**config.mk**
```make
export PLATFORM = sky130hd
export DESIGN_NAME = rot_shaft_decoder_flat
export DESIGN_NICKNAME = d
export VERILOG_FILES = /design/src/rtl/rot_shaft_if.sv /design/src/rtl/rot_shaft_decoder.sv /design/src/flat_wrapper.sv
export SDC_FILE = /design/constraint.sdc
export NUM_CORES = 1
export LEC_CHECK = 0
export CAP_MARGIN = 20
export CORE_MARGIN = 3
export CORE_UTILIZATION = 34
export DETAILED_ROUTE_END_ITERATION = 6
export GPL_TIMING_DRIVEN = 0
export PLACE_DENSITY_LB_ADDON = 0.25
export SLEW_MARGIN = 20
export SYNTH_ARGS = -nofsm -noshare
export SYNTH_HDL_FRONTEND = slang
export SYNTH_SLANG_ARGS = --single-unit
```
**constraint.sdc**
```tcl
create_clock -name clk -period 1.8 [get_ports clk]
set_input_delay 0.36 -clock clk [delete_from_list [all_inputs] [get_ports clk]]
set_output_delay 0.36 -clock clk [all_outputs]
set_load 0.01 [all_outputs]
```
**src/rtl/rot_shaft_if.sv**
```systemverilog
// rot_shaft_if: shaft pins in, decoded event/level/position out
interface rot_shaft_if #(
    parameter int POS_WIDTH = 4
);
    logic                 rota;
    logic                 rotb;
    logic                 rot_event;
    logic                 rot_left;
    logic                 rot_level;
    logic [POS_WIDTH-1:0] position;

    modport master (
        output rota, rotb,
        input  rot_event, rot_left, rot_level, position
    );

    modport slave (
        input  rota, rotb,
        output rot_event, rot_left, rot_level, position
    );
endinterface

```
**src/rtl/rot_shaft_decoder.sv**
```systemverilog
// rot_shaft_decoder: debounced quadrature decoder producing detent events, level and position
module rot_shaft_decoder #(
    parameter int DEBOUNCE_CYCLES = 16,
    parameter int POS_WIDTH = 4
) (
    input logic clk,
    input logic reset,
    rot_shaft_if.slave bus
);
    localparam int CW = $clog2(DEBOUNCE_CYCLES) + 1;
    localparam logic [CW-1:0] CNT_LAST = CW'(DEBOUNCE_CYCLES - 1);
    localparam logic [CW-1:0] CNT_ONE = CW'(1);
    localparam logic [POS_WIDTH-1:0] POS_ONE = POS_WIDTH'(1);

    logic [1:0]    m, s, deb, fill;
    logic [CW-1:0] cnt [2];
    logic          q1, q2, q1_d, armed, step;

    assign step = q1 & ~q1_d & armed;

    // Two-flop synchronisers (bit 0 = A, bit 1 = B); fill marks when s holds real pin data
    // rather than reset zeros, so arming cannot be fooled by the cleared pipeline.
    always_ff @(posedge clk or posedge reset) begin
        if (reset) begin
            m    <= '0;
            s    <= '0;
            fill <= '0;
        end else begin
            m    <= {bus.rotb, bus.rota};
            s    <= m;
            fill <= {fill[0], 1'b1};
        end
    end

    // Per-input debounce: accept a new level only after it persists DEBOUNCE_CYCLES cycles
    always_ff @(posedge clk or posedge reset) begin
        if (reset) begin
            deb    <= '0;
            cnt[0] <= '0;
            cnt[1] <= '0;
        end else begin
            for (int i = 0; i < 2; i++) begin
                if (s[i] == deb[i]) cnt[i] <= '0;
                else if (cnt[i] == CNT_LAST) begin
                    deb[i] <= s[i];
                    cnt[i] <= '0;
                end else cnt[i] <= cnt[i] + CNT_ONE;
            end
        end
    end

    // Detent state: q1 tracks 11/00 detents, q2 remembers which phase led, armed after a real 00
    always_ff @(posedge clk or posedge reset) begin
        if (reset) begin
            q1    <= 1'b0;
            q2    <= 1'b0;
            q1_d  <= 1'b0;
            armed <= 1'b0;
        end else begin
            q1    <= (deb == 2'b11) ? 1'b1 : (deb == 2'b00) ? 1'b0 : q1;
            q2    <= (deb == 2'b10) ? 1'b1 : (deb == 2'b01) ? 1'b0 : q2;
            q1_d  <= q1;
            armed <= armed | (fill[1] & (deb == 2'b00) & (s == 2'b00));
        end
    end

    // Registered outputs: one-cycle event on q1 rising, direction and wrapping position
    always_ff @(posedge clk or posedge reset) begin
        if (reset) begin
            bus.rot_event <= 1'b0;
            bus.rot_left  <= 1'b0;
            bus.rot_level <= 1'b0;
            bus.position  <= '0;
        end else begin
            bus.rot_event <= step;
            bus.rot_level <= q1;
            if (step) begin
                bus.rot_left <= q2;
                bus.position <= q2 ? bus.position - POS_ONE : bus.position + POS_ONE;
            end
        end
    end
endmodule

```
**src/flat_wrapper.sv**
```systemverilog
// flat-port wrapper written by rule: the top's interface ports become plain ports
module rot_shaft_decoder_flat 
#(
    parameter int DEBOUNCE_CYCLES = 16,
    parameter int POS_WIDTH = 4
)
  (clk, reset, bus_rota, bus_rotb, bus_rot_event, bus_rot_left, bus_rot_level, bus_position);
  rot_shaft_if #(.POS_WIDTH(POS_WIDTH)) bus_i ();
  input logic clk;
  input logic reset;
  input wire logic [$bits(bus_i.rota)-1:0] bus_rota;
  input wire logic [$bits(bus_i.rotb)-1:0] bus_rotb;
  output wire logic [$bits(bus_i.rot_event)-1:0] bus_rot_event;
  output wire logic [$bits(bus_i.rot_left)-1:0] bus_rot_left;
  output wire logic [$bits(bus_i.rot_level)-1:0] bus_rot_level;
  output wire logic [$bits(bus_i.position)-1:0] bus_position;
  assign bus_i.rota = bus_rota;
  assign bus_i.rotb = bus_rotb;
  assign bus_rot_event = bus_i.rot_event;
  assign bus_rot_left = bus_i.rot_left;
  assign bus_rot_level = bus_i.rot_level;
  assign bus_position = bus_i.position;
  rot_shaft_decoder #(.DEBOUNCE_CYCLES(DEBOUNCE_CYCLES), .POS_WIDTH(POS_WIDTH)) u_core (.clk(clk), .reset(reset), .bus(bus_i));
endmodule
```
# ---- Yosys cells after proc, flatten, opt, wreduce, memory -nomap -nowiden
# Cells that the tools add are included.
dict set report word_totals {
  register_bits 28
  inputBits 4
  output_inout_bits 7
  word_cells 48
}
dict set report op_classes {
  add_sub_neg 4
  eq_ne 7
  muxes 9
  bitwise_logic 8
  n_reduce_logical 6
}
# operator n
set ops {}
lappend ops {{$mux 5} 4}
lappend ops {{$add 5x1->5 const B} 2}
lappend ops {{$eq 5x4->1 const B} 2}
lappend ops {{$add 4x1->4 const B} 1}
lappend ops {{$and 1x1->1} 4}
lappend ops {{$eq 2x2->1 const B} 2}
lappend ops {{$logic_not 2->1} 2}
lappend ops {{$mux 1} 4}
lappend ops {{$mux 4} 1}
lappend ops {{$reduce_and 2->1} 2}
lappend ops {{$reduce_bool 2->1} 2}
lappend ops {{$sub 4x1->4 const B} 1}
lappend ops {{$not 1->1} 3}
lappend ops {{$eq 1x1->1} 2}
lappend ops {{$eq 2x1->1 const B} 1}
lappend ops {{$or 1x1->1} 1}

# ---- Logic depth before layout (Yosys ltp)
# Gate-level depths: netlist of run 1.
dict set report depth {
  ltp_word 4
  ltp_mapped 5
  ltp_nobuf 5
}

# ---- Worst setup path after synthesis of run 1
# No wires, ideal clock.
dict set report synth_path {
  kind {register -> register}
  start {register u_core.bus.position[2]}
  end {register u_core.bus.position[3]}
  setup_time_ps 124
  arrival_time_ps 1231
  required_time_ps 1676
  slack_ps 445
  stages_incl_launch_ff 6
  n_path_buf 0
  synth_period_minus_slack_ps 1355
  path_cell_list {dfrtp_1 -> ha_1 -> nand3_1 -> a211oi_2 -> a31oi_1 -> xnor2_1}
}
dict set report synth_between {
  elab_chain_cells 2
  elab_cells_between_ends 3
  classes_between {add/sub (2); mux (1)}
}
# item line_no
set synth_lines {}
lappend synth_lines {{from (decl)} rot_shaft_if.sv:19} ;# output rot_event, rot_left, rot_level, position
lappend synth_lines {{from (signal assigned)} rot_shaft_decoder.sv:79} ;# bus.position <= q2 ? bus.position - POS_ONE : bus.position + POS_ONE;
lappend synth_lines {{$add 4x1->4 / $sub 4x1->4 (equally long branches)} rot_shaft_decoder.sv:79}
lappend synth_lines {{$mux 4 (*)} rot_shaft_decoder.sv:79}
# Every way passes the cells marked *; elsewhere a longest branch is shown, timed or not.
# A chain may end at the register's enable or synchronous reset.

# ---- Worst setup path in the final report of run 1
dict set report layout_path {
  start {register u_core.bus.position[0]}
  end {output bus_position[0]}
}
# item line_no
set layout_lines {}
lappend layout_lines {{to (decl)} flat_wrapper.sv:16} ;# output wire logic [$bits(bus_i.position)-1:0] bus_position;
# No word-level cell between the ends.

==> flow_summary.ini, run 1 <==
[clocking]
numCtsBuffers = 3
cts_repair_resize_count = 0
clkLatencyLatePin_ns = 0.31
htreeDepth = 1
cts_root_buf = clkbuf_4
cts.sinks = 28
hold_buffers = 0
clockBufferDepth = 2
postCtsSetupRepairBufs = 0
cts_tree = yes
clk_pin_slew_ns = 0.14

[worst_setup_path]
critPathTopFamily = buffers and inverters
startpoint_type = flip-flop
criticalPathCategory = flip-flop to output port
ff2ff_path_depth = 5
worst_path_largest_cell_delay_ns = 0.55
crit_required_ns = 1.44
cp.depth = 1
worstPathCellList = clkdlybuf4s50_1
cp-end-kind = output port
critPathMaxFanout = 4
crit_buf_inv = 1
critPathArrivalTime_ns = 1.29
slowest_stage = clkdlybuf4s50_1

[placed_design]
globalplace.congestion = 0.742
placed_area_um2 = 1300
detailed_place_hpwl_um = 1120
dp_worst_setup_slack_ns = 0.138
placed_cells = 147
portBuffers = 10

[sta]
clock_skew_ns = 0.00143
rsz0062_at_grt = false
tightest_slew_ns = 0.554
setup_violations = 0
fin_crit_sh_pct = 91.5
fmax_mhz = 607
min_period_ns = 1.65
fin_hold_ws_ns = 0.367
slew_headroom_pct = 63.0
hold_violations = 0
tns_ns = 0
setup_slack_ns = 0.153
drv_slew = 0

[logic_synthesis]
synth_area_leaders = dfrtp_1 61%, ha_1 7.7%, xor2_1 5.4%, inv_1 3.0%, nor2_1 3.0%
syn_nets = 105
synth_area_leader_cell = dfrtp_1
synth_top_area_share_pct = 61.2
yosys_warnings = 0
syn_area_per_cell_um2 = 12.3
synth_area_um2 = 1140
ys_ff_latch = 28
synth_cell_types = 22
synthCells = 93
ys_seq_area_share_pct = 61.2

[layout]
final_nets = 120
final_cell_area_um2 = 1340
area_delta_synth_final_pct = 16.7
fin_util_pct = 42.7
antenna_cells = 0
fin_cells = 151
drive_gt1_share_pct = 9.35

[die]
fp.dieH_um = 64.0
io_pins = 11
core-area_um2 = 3130
rows = 20
die-area_um2 = 4100
die_w_um = 64.0
initial_core_util_pct = 36.6

[detailed_routing]
wire_per_inst_um = 9.89
ant_nets = 0
route.detailed.drc = 0
drt_iter0_drc = 23
vias_per_cell = 4.40
vias = 665
routed_wl_um = 1490
detail_route.first_pass.iterations = 2

[power_and_ir_drop]
p_leak_nw = 0.645
power_mw = 0.988
p_per_area_nw_per_um2 = 740
vdd_ir_drop_max_mv = 0.353

[status]
status = complete, no violations

[hold_path]
holdPathStages = 0
hold_path_class = flip-flop to flip-flop

[global_route]
grtUsageTotal_pct = 8.43
grt_max_degree = 29
grt_pass1_vias = 666
overflow = 0
grt_pass1_wl_um = 2760
antenna_found_initial = 0

[run]
drv_cap = 0
-- placed cells by master, fill, tap and decap left out, drive strengths merged, types with 2 or more instances in the layout --
cell type	netlist	final
xor2	7	7
and3	2	2
nor2	9	9
and2	2	2
nand3	5	5
ha	7	7
clkdlybuf4s50	0	10
xnor2	2	2
inv	9	9
dfrtp	28	28
clkbuf	0	4
o21ai	7	7
nand2	5	5
-- logic make-up (layout without fill, tap and decap cells) --
family                     after synthesis  after routing  synth area share [%]
xor gates and xnor gates                 9              9                  6.89
buffers and inverters                    9             23                  2.95
and+or+nand+nor                         26             26                  12.1
muxes                                    1              1                 0.984
adders and majority gates                8              8                  9.40
other                                    1              1                 0.328
DFF                                     28             28                  61.2
AOI/OAI and AO/OA                       11             11                  6.12
-- worst register-to-register path: cells and delay by family, from the launching register on --
kind / cells / cell delay [ns]
flip-flops: 1 / 0.45
adder cells (fa/ha/maj): 1 / 0.37
AO/OA/AOI/OAI: 2 / 0.26
AND/OR/NAND/NOR: 1 / 0.14
XOR/XNOR: 1 / 0.13
-- where the power goes --
group | internal (mW) | leakage, nW | total (mW) | switching [mW]
combinational | 0.0178 | 0.256 | 0.0422 | 0.0244
sequential | 0.647 | 0.367 | 0.658 | 0.0110
clock | 0.123 | 0.0210 | 0.289 | 0.165
-- worst paths after layout --
path	start	end	slack [ns]
min	u_core.m[1]$_DFF_PP0_	u_core.s[1]$_DFF_PP0_	0.37
max	u_core.bus.position[0]$_DFFE_PP0P_	bus_position[0]	0.15
max reg2reg	u_core.q2$_DFFE_PP0P_	u_core.bus.position[3]$_DFFE_PP0P_	0.36
min in group asynchronous	reset	u_core.bus.position[3]$_DFFE_PP0P_	0.40
min reg2reg	u_core.m[1]$_DFF_PP0_	u_core.s[1]$_DFF_PP0_	0.37
max in group asynchronous	reset	u_core.deb[0]$_DFFE_PP0P_	1.04
-- per-layer routing --
layer	up-vias	share of wire [%]	GRT usage, %
met4	0	0.67	3.23
met2	10	47	14.1
met5	-	0	0
li1	328	-	-
met1	325	49	10.4
met3	2	3.4	2.11
-- state kept, by name (all words and copies together) (netlist names) --
name,count
u_core.deb,2
u_core.armed,1
u_core.q2,1
u_core.s,2
u_core.cnt,10
u_core.bus.rot_left,1
u_core.q1_d,1
u_core.bus.rot_event,1
u_core.m,2
u_core.fill,2
u_core.bus.position,4
u_core.q1,1
-- cell usage after synthesis --
cell and count:
a211oi_2 1, a21o_1 1, a21oi_2 1, a31oi_1 1, and2_1 2, and3_1 2
conb_1 1, dfrtp_1 28, fa_1 1, ha_1 7, inv_1 9, mux2_2 1
nand2_1 5, nand3_1 5, nand3b_4 1, nor2_1 9, nor4bb_1 1, o21ai_0 4
o21ai_1 3, or2_2 1, xnor2_1 2, xor2_1 7
-- final cells by class --
type                            instances  area (um^2)
Sequential cell                        28          701
Timing Repair Buffer                   10          100
Inverter                                9         33.8
Multi-Input combinational cell         56          410
Clock buffer                            4         36.3
Fill cell                             309         1790
Tap cell                               44         55.1
(Power assumes the default switching activity.)
==> run 2: changes to the inputs <==
GPL_ROUTABILITY_DRIVEN = 0   (was not set)
==> results of run 2 <==
No change in the layout: final DEF, timing and power equal those of run 1.
==> run 3: changes to the inputs <==
DONT_BUFFER_PORTS = 1   (was not set)
==> flow_summary.ini, run 3 (same netlist as run 1, synthesis figures left out) <==
[clocking]
clk_pin_slew_ns = 0.14
cts.sinks = 28
cts_tree = yes
numCtsBuffers = 3
clkLatencyLatePin_ns = 0.33
cts_repair_resize_count = 0
clockBufferDepth = 2
htreeDepth = 1
cts_root_buf = clkbuf_4

[worst_setup_path]
crit_buf_inv = 0
startpoint_type = flip-flop
critPathMaxFanout = 3
ff2ff_path_depth = 5
worstPathCellList = ha_1 > nand3_1 > a211oi_2 > a31oi_1 > xnor2_1
crit_required_ns = 2.03
critPathArrivalTime_ns = 1.68
critPathTopFamily = flip-flops
worst_path_largest_cell_delay_ns = 0.46
cp.depth = 5
cp-end-kind = flip-flop
slowest_stage = dfrtp_1
criticalPathCategory = flip-flop to flip-flop

[run]
drv_cap = 0

[sta]
drv_slew = 0
tightest_slew_ns = 0.566
fin_crit_sh_pct = 80.8
fmax_mhz = 687
min_period_ns = 1.45
clock_skew_ns = 0.00911
setup_slack_ns = 0.345
setup_violations = 0
rsz0062_at_grt = false
tns_ns = 0
slew_headroom_pct = 62.2
hold_violations = 0

[die]
die_w_um = 64.0
io_pins = 11
rows = 20
core-area_um2 = 3130
die-area_um2 = 4100
fp.dieH_um = 64.0
initial_core_util_pct = 36.6

[detailed_routing]
vias = 616
routed_wl_um = 1470
route.detailed.drc = 0
vias_per_cell = 4.34
ant_nets = 0
detail_route.first_pass.iterations = 3
wire_per_inst_um = 10.4
drt_iter0_drc = 14

[layout]
final_common_cell = dfrtp_1
reg_top3 = u_core.cnt (10), u_core.bus.position (4)
largest_reg_flops = 10
drive_gt1_share_pct = 10.2
area_delta_synth_final_pct = 8.85
final_nets = 111
antenna_cells = 0
layout_common_cells = 28 x dfrtp_1, 9 x nor2_1, 8 x inv_1
top_register = u_core.cnt
n_fill_cell = 302

[global_route]
antenna_found_initial = 0
grt_pass1_wl_um = 2810
grtUsageTotal_pct = 8.73
grt_pass1_vias = 646
overflow = 0
grt_max_degree = 29

[power_and_ir_drop]
p_sw_mw = 0.208
p_int_mw = 0.784
p_seq_share_pct = 66.2
swShare_pct = 21.0
combinationalPowerShare_pct = 3.9
p_per_area_nw_per_um2 = 796
p_clk_share_pct = 29.9
p_leak_nw = 0.613
vdd_ir_drop_max_mv = 0.683

[placed_design]
detailed_place_hpwl_um = 1090
portBuffers = 0
dp_worst_setup_slack_ns = 0.358

[hold_path]
holdPathStages = 0
hold_path_class = primary input to flip-flop

[status]
status = complete, no violations
-- run 3: repair_timing --
item	4_1_cts	5_1_grt
buffers inserted	0	0
endpoints found under the hold margin	0	28
hold buffers	0	1
-- run 3: worst paths after layout --
check,from,end,slack (ns)
max in group asynchronous,reset,u_core.cnt[9]$_DFF_PP0_,0.90
setup reg to reg,u_core.bus.position[2]$_DFFE_PP0P_,u_core.bus.position[3]$_DFFE_PP0P_,0.35
min in group asynchronous,reset,u_core.cnt[3]$_DFF_PP0_,0.52
hold / removal,bus_rota,u_core.m[0]$_DFF_PP0_,0.05
setup / recovery,u_core.bus.position[2]$_DFFE_PP0P_,u_core.bus.position[3]$_DFFE_PP0P_,0.35
hold reg to reg,u_core.m[0]$_DFF_PP0_,u_core.s[0]$_DFF_PP0_,0.36
-- run 3: stage by stage --
stage	hold slack (ns)	utilization, %	cell area (um^2)	power [mW]	instances
after global routing	0.00198	39.8	1250	1.05	142
after detailed placement	0.335	38.4	1200	0.707	137
after global placement	0.332	38.4	1200	0.706	137
after CTS	0.0314	39.5	1240	1.01	141
after floorplan	0.331	-	1140	0.698	93
final	0.0512	39.8	1250	0.992	142
-- run 3: layout make-up --
cell class / count / area, um^2 / area share [%]
Sequential cell: 28 / 701 / 56.2
Multi-Input combinational cell: 56 / 410 / 32.9
Tap cell: 44 / 55.1 / 4.42
Clock buffer: 4 / 36.3 / 2.91
Inverter: 9 / 33.8 / 2.71
Timing Repair Buffer: 1 / 10.0 / 0.803
-- run 3: worst reg2reg max path, cell delays in order (launching register included) --
cell and delay (ns):
dfrtp_1 0.46, ha_1 0.37, nand3_1 0.13, a211oi_2 0.20, a31oi_1 0.07, xnor2_1 0.13
-- run 3: per-layer routing --
layer	up-vias	wire length [um]	GRT usage, %
li1	311	-	-
met1	289	691	9.06
met2	14	663	15.1
met3	2	110	5.27
met4	0	4	1.62
met5	-	0	0
-- run 3: power by group through the flow --
| stage | Clock [mW] | Combinational [mW] | Sequential, mW |
|---|---|---|---|
| after detailed placement | 0 | 0.0379 | 0.669 |
| after global placement | 0 | 0.0364 | 0.669 |
| final | 0.297 | 0.0386 | 0.657 |
| after floorplan | 0 | 0.0303 | 0.667 |
| after CTS | 0.316 | 0.0382 | 0.658 |
| after global routing | 0.343 | 0.0470 | 0.661 |
